**src/rtl/qec_link_pkg.sv**
```systemverilog
// Shared constants for the inter-FPGA link: GT word layout, tag/id fields and stats width.
package qec_link_pkg;
    localparam int GT_WIDTH    = 64;
    localparam int TAG_MSB_DEF = 55;
    localparam int TAG_LSB_DEF = 48;
    localparam int FPGA_ID_MSB = 63;
    localparam int FPGA_ID_LSB = 56;
    localparam logic [7:0] CTRL_TAG = 8'hFF;
    localparam int STATS_W     = 16;
endpackage

```
**src/rtl/rr_arbiter.sv**
```systemverilog
// Round-robin arbiter: grants the first requester at or after the pointer, pointer moves past a winner on advance.
module rr_arbiter #(
    parameter int N  = 5,
    parameter int IW = (N > 1) ? $clog2(N) : 1
) (
    input  logic          clk,
    input  logic          reset,
    input  logic [N-1:0]  req,
    input  logic          advance,
    output logic [N-1:0]  grant,
    output logic [IW-1:0] grant_idx,
    output logic          grant_vld
);
    logic [IW-1:0] ptr;

    always_comb begin
        logic [IW:0]   s;
        logic [IW-1:0] j;
        s         = '0;
        j         = '0;
        grant     = '0;
        grant_idx = '0;
        grant_vld = 1'b0;
        for (int k = 0; k < N; k++) begin
            // Search order ptr, ptr+1, ... wrapping modulo N
            s = {1'b0, ptr} + (IW+1)'(k);
            if (s >= (IW+1)'(N))
                s = s - (IW+1)'(N);
            j = s[IW-1:0];
            if (!grant_vld && req[j]) begin
                grant_vld = 1'b1;
                grant_idx = j;
            end
        end
        if (grant_vld)
            grant[grant_idx] = 1'b1;
    end

    always_ff @(posedge clk) begin
        if (reset)
            ptr <= '0;
        else if (advance)
            ptr <= (grant_idx == IW'(N-1)) ? '0 : grant_idx + 1'b1;
    end
endmodule

```
**src/rtl/border_rr_combiner.sv**
```systemverilog
// Merges border FIFO channels into one tagged GT-width stream with a 2-entry skid output.
// Optional per-channel word counters are enabled with `define COMBINER_STATS_EN.
module border_rr_combiner
    import qec_link_pkg::*;
#(
    parameter int NUM_CHANNELS      = 5,
    parameter int CHANNEL_WIDTH_IN  = 32,
    parameter int CHANNEL_WIDTH_OUT = GT_WIDTH,
    parameter int TAG_MSB           = TAG_MSB_DEF,
    parameter int TAG_LSB           = TAG_LSB_DEF
) (
    input  logic                                 clk,
    input  logic                                 reset,
    input  logic [NUM_CHANNELS*CHANNEL_WIDTH_IN-1:0] in_data,
    input  logic [NUM_CHANNELS-1:0]              in_valid,
    output logic [NUM_CHANNELS-1:0]              in_ready,
    output logic [CHANNEL_WIDTH_OUT-1:0]         out_data,
    output logic                                 out_valid,
    input  logic                                 out_ready,
    output logic                                 busy,
    input  logic                                 stats_clear,
    output logic [NUM_CHANNELS*STATS_W-1:0]      word_count
);
    localparam int IW = (NUM_CHANNELS > 1) ? $clog2(NUM_CHANNELS) : 1;
    localparam int TW = TAG_MSB - TAG_LSB + 1;

    logic [NUM_CHANNELS-1:0]      grant;
    logic [IW-1:0]                grant_idx;
    logic                         grant_vld;
    logic                         transfer;
    logic                         skid_valid;
    logic [CHANNEL_WIDTH_OUT-1:0] skid_data;
    logic [CHANNEL_WIDTH_OUT-1:0] word;
    logic [CHANNEL_WIDTH_IN-1:0]  payload;

    // in_ready depends only on registered state, never on out_ready
    assign transfer = grant_vld & ~skid_valid & ~reset;
    assign in_ready = grant & {NUM_CHANNELS{~skid_valid & ~reset}};
    assign busy     = (|in_valid) | out_valid | skid_valid;

    rr_arbiter #(.N(NUM_CHANNELS), .IW(IW)) u_arb (
        .clk       (clk),
        .reset     (reset),
        .req       (in_valid),
        .advance   (transfer),
        .grant     (grant),
        .grant_idx (grant_idx),
        .grant_vld (grant_vld)
    );

    always_comb begin
        payload = '0;
        for (int i = 0; i < NUM_CHANNELS; i++)
            if (grant[i])
                payload = in_data[i*CHANNEL_WIDTH_IN +: CHANNEL_WIDTH_IN];
        word = '0;
        word[CHANNEL_WIDTH_IN-1:0] = payload;
        word[TAG_MSB:TAG_LSB]      = TW'(grant_idx);
    end

    always_ff @(posedge clk) begin
        if (reset) begin
            out_valid  <= 1'b0;
            out_data   <= '0;
            skid_valid <= 1'b0;
            skid_data  <= '0;
        end else if (skid_valid) begin
            // Skid full implies out full; drain skid into out when out fires
            if (out_ready) begin
                out_data   <= skid_data;
                skid_valid <= 1'b0;
            end
        end else if (transfer) begin
            if (out_valid && !out_ready) begin
                skid_data  <= word;
                skid_valid <= 1'b1;
            end else begin
                out_data  <= word;
                out_valid <= 1'b1;
            end
        end else if (out_ready) begin
            out_valid <= 1'b0;
        end
    end

`ifdef COMBINER_STATS_EN
    logic [NUM_CHANNELS-1:0][STATS_W-1:0] cnt;

    always_ff @(posedge clk) begin
        if (reset || stats_clear) begin
            cnt <= '0;
        end else begin
            for (int i = 0; i < NUM_CHANNELS; i++)
                if (transfer && grant[i] && cnt[i] != {STATS_W{1'b1}})
                    cnt[i] <= cnt[i] + 1'b1;
        end
    end

    assign word_count = cnt;
`else
    logic stats_unused;
    assign stats_unused = stats_clear;
    assign word_count   = '0;
`endif
endmodule

```
**config.mk**
```make
export PLATFORM = sky130hd
export DESIGN_NAME = border_rr_combiner
export DESIGN_NICKNAME = d
export VERILOG_FILES = /design/src/rtl/qec_link_pkg.sv /design/src/rtl/rr_arbiter.sv /design/src/rtl/border_rr_combiner.sv
export SDC_FILE = /design/constraint.sdc
export NUM_CORES = 1
export LEC_CHECK = 0
export CORE_AREA = 2 2 98 194
export DETAILED_ROUTE_END_ITERATION = 8
export DIE_AREA = 0 0 100 196
export GPL_ROUTABILITY_DRIVEN = 0
export PLACE_DENSITY_LB_ADDON = 0.05
export RECOVER_POWER = 25
export SLEW_MARGIN = 5
export SYNTH_ARGS = -nofsm -noshare
export SYNTH_HDL_FRONTEND = slang
export SYNTH_SLANG_ARGS = --single-unit
```
**constraint.sdc**
```tcl
create_clock -name clk -period 4.2 [get_ports clk]
set_clock_uncertainty 0.15 [all_clocks]
set_input_delay 0.84 -clock clk [delete_from_list [all_inputs] [get_ports clk]]
set_output_delay 0.84 -clock clk [all_outputs]
set_load 0.03 [all_outputs]
```
==> impl_metrics.json <==
{
  "die_x_um": 100,
  "r2r_slack_ps": -80,
  "initial_utilization": 0.3819,
  "clkLatencyLatePin_ps": 350,
  "cts.sinks": 75,
  "hold_viol_final": 0,
  "failed_checks": "negative setup slack",
  "die_area_um2": 19600,
  "place_ws_ps": -599.6,
  "overflow": 0,
  "syn_area_um2": 6958,
  "drc": 0,
  "die_h_um": 196,
  "final_antenna_net_count": 0,
  "synth_edf_count": 0,
  "avgViaCountPerCell": 5.582,
  "hold_path_end": "skid_data[10]",
  "synth_fa_ha_area_frac": 0.02086,
  "dp_hpwl_um": 21420,
  "tritoncts": "built",
  "outcome": "complete, but fails checks",
  "synthMuxAreaShare": 0.02302,
  "rows": 70,
  "fin_area_um2": 10880,
  "maxClockFrequency_mhz": 226.4,
  "clockRootBuffer": "clkbuf_16",
  "placed_cell_area_um2": 9716,
  "worstMarginPinSlew_ps": 729.9,
  "synth_top_family_by_area": "compound AO/OA/AOI/OAI gates",
  "hold_path.class": "flip-flop to flip-flop",
  "cts.reportedPaths.clkPinSlew_ps": 60,
  "routedWlPerCell_um": 20.33,
  "yosys_warnings": 0,
  "rsz0062_at_grt": "yes",
  "relSlewSlack": 0.5134,
  "setup_viol": 19,
  "htree_levels": 3,
  "ys_ff_latch": 75,
  "num-fill-cells": 1698,
  "drive_gt1_frac": 0.2115,
  "crit_path_end_kind": "output pin",
  "fin_util": 0.5974,
  "synthCells": 981,
  "period_share": 1.052,
  "fin_crit_ps": 4417,
  "hold_depth": 2,
  "syn_to_final_growth_pct": 56.41,
  "worst-r2r-cell-count": 19,
  "whs_ps": 316.6,
  "criticalPathCategory": "flip-flop to output pin",
  "cts_buffer_depth": 2,
  "num-nets-final": 1447,
  "synthArstFlopShare": 0,
  "core_um2": 18220,
  "drv_slew": 0,
  "crit_path_start_kind": "flip-flop",
  "r2r-end": "out_data[8]",
  "portBuffers": 209,
  "syn_avg_cell_area_um2": 7.093,
  "first_pass_iters": 5,
  "reg2reg_from": "u_arb.ptr[0]",
  "antenna_found_initial": 4,
  "drt_iter0_markers": 414,
  "grt_pass1_vias": 7881,
  "required_ps": 3210,
  "synth_cell_type_count": 76,
  "yosys.area_share.simple": 0.2532,
  "vias": 8329,
  "wirelength_um": 30330,
  "synth_xor_area_frac": 0.006114,
  "grt.total_usage": 0.2902,
  "hold_start": "skid_data[10]",
  "grt_pass1_wl_um": 43700,
  "postLayoutSetupSlackWorst_ps": -216.5,
  "cts_buffers": 9,
  "num_io_pins": 320,
  "synth_compound_area_frac": 0.2938,
  "drv_cap": 0,
  "ys.flop_type": "dfxtp_1",
  "yosysSeqAreaShare": 0.2158,
  "grt_max_degree": 69,
  "crit_fanout": 6,
  "arrival_ps": 3430
}
-- cell usage after synthesis (all sizes together), types with 7 or more instances --
cell type	instances	share of area
nor3	78	0.056
or4	33	0.036
a311oi	7	0.0088
a31oi	36	0.032
inv	15	0.0081
buf	142	0.15
clkbuf	51	0.028
mux2i	10	0.015
a21oi	43	0.033
nand3	20	0.014
nor2	108	0.058
o41ai	7	0.0088
a32o	25	0.036
dfxtp	75	0.22
o32ai	8	0.010
nand2	86	0.047
o21ai	100	0.074
nand2b	12	0.012
a211oi	38	0.042
ha	10	0.018
-- cell families after synthesis --
| kind of cell | Yosys count |
|---|---|
| AOI/OAI and AO/OA | 299 |
| adders and majority gates | 11 |
| muxes | 14 |
| DFF | 75 |
| buffers and inverters | 208 |
| xor gates and xnor gates | 4 |
| and+or+nand+nor | 369 |
| other | 1 |
-- final cells by class --
class | instances | area (µm²) | share of cell area
clock buffer | 13 | 281.5 | 0.02587
inverter | 15 | 63.81 | 0.005863
tap | 216 | 270.3 | 0.02483
timing repair buffer | 360 | 3543 | 0.3256
sequential | 75 | 1511 | 0.1389
clock inverter | 3 | 90.09 | 0.008278
multi-input combinational | 806 | 5112 | 0.4698
antenna | 4 | 10.01 | 0.0009198
-- state kept, by name, indices dropped and copies added, names as in the netlist --
name and count:
out_data 35, out_valid 1, skid_data 35, skid_valid 1, u_arb.ptr 3
-- repair_timing --
action | 4_1_cts | 5_1_grt
gates cloned | 0 | 5
endpoints found under the setup margin | 40 | 39
resized for setup | 55 | 51
pin swaps | 26 | 45
hold buffers | 0 | 0
setup buffers | 13 | 12
-- per-stage QoR --
step / setup TNS, ps / std cells
after floorplan: -154.0 / 1089
after global placement: -25760 / 1443
after detailed placement: -28380 / 1443
after CTS: -1034 / 1471
after global routing: -5725 / 1492
final: -1369 / 1492
-- placed cells by master, fill, tap and decap left out, drive strengths merged, types with 17 or more instances in the layout --
cell type / netlist / layout
a32o: 25 / 25
buf: 142 / 152
nand3: 20 / 20
a21oi: 43 / 43
clkbuf: 51 / 17
nor2: 108 / 108
a31oi: 36 / 36
clkdlybuf4s50: 0 / 180
nand2: 86 / 86
o21ai: 100 / 100
conb: 1 / 109
or4: 33 / 33
dfxtp: 75 / 75
a211oi: 38 / 38
dlygate4sd3: 0 / 20
nor3: 78 / 78
-- worst max-delay path, stage by stage, from the launching register on --
cell and delay [ps]:
dfxtp_4 360, inv_4 80, ha_4 140, inv_2 40, fa_2 410, buf_6 160, or3_4 380, mux2i_1 160
a31oi_2 170, nand2_4 140, buf_6 110, o32ai_4 70, a21o_1 220, a21boi_4 170, buf_12 160, nand2_8 70
nor2_4 110, buf_6 130
-- how the worst max path moves through the flow --
stage               depth (start not counted)         start  slack (ps)     endpoint
floorplan                                  15  u_arb.ptr[1]        -110  in_ready[1]
global placement                           11   in_valid[1]        -560  in_ready[1]
detailed placement                         11   in_valid[1]        -600  in_ready[1]
CTS                                        15  u_arb.ptr[1]        -230  in_ready[2]
global route                               15  u_arb.ptr[1]        -340  in_ready[2]
finish                                     17  u_arb.ptr[0]        -220  in_ready[2]
-- layer usage --
metal / up-vias / share of wire / global-route usage
met5: - / 0 / 0
met4: 0 / 0.051 / 0.1715
met3: 87 / 0.046 / 0.02672
met2: 356 / 0.56 / 0.5521
met1: 3940 / 0.34 / 0.2984
li1: 3946 / - / -
Power is not shown: default switching activity piles up to over one toggle a cycle in this logic, so the estimate is an artifact.
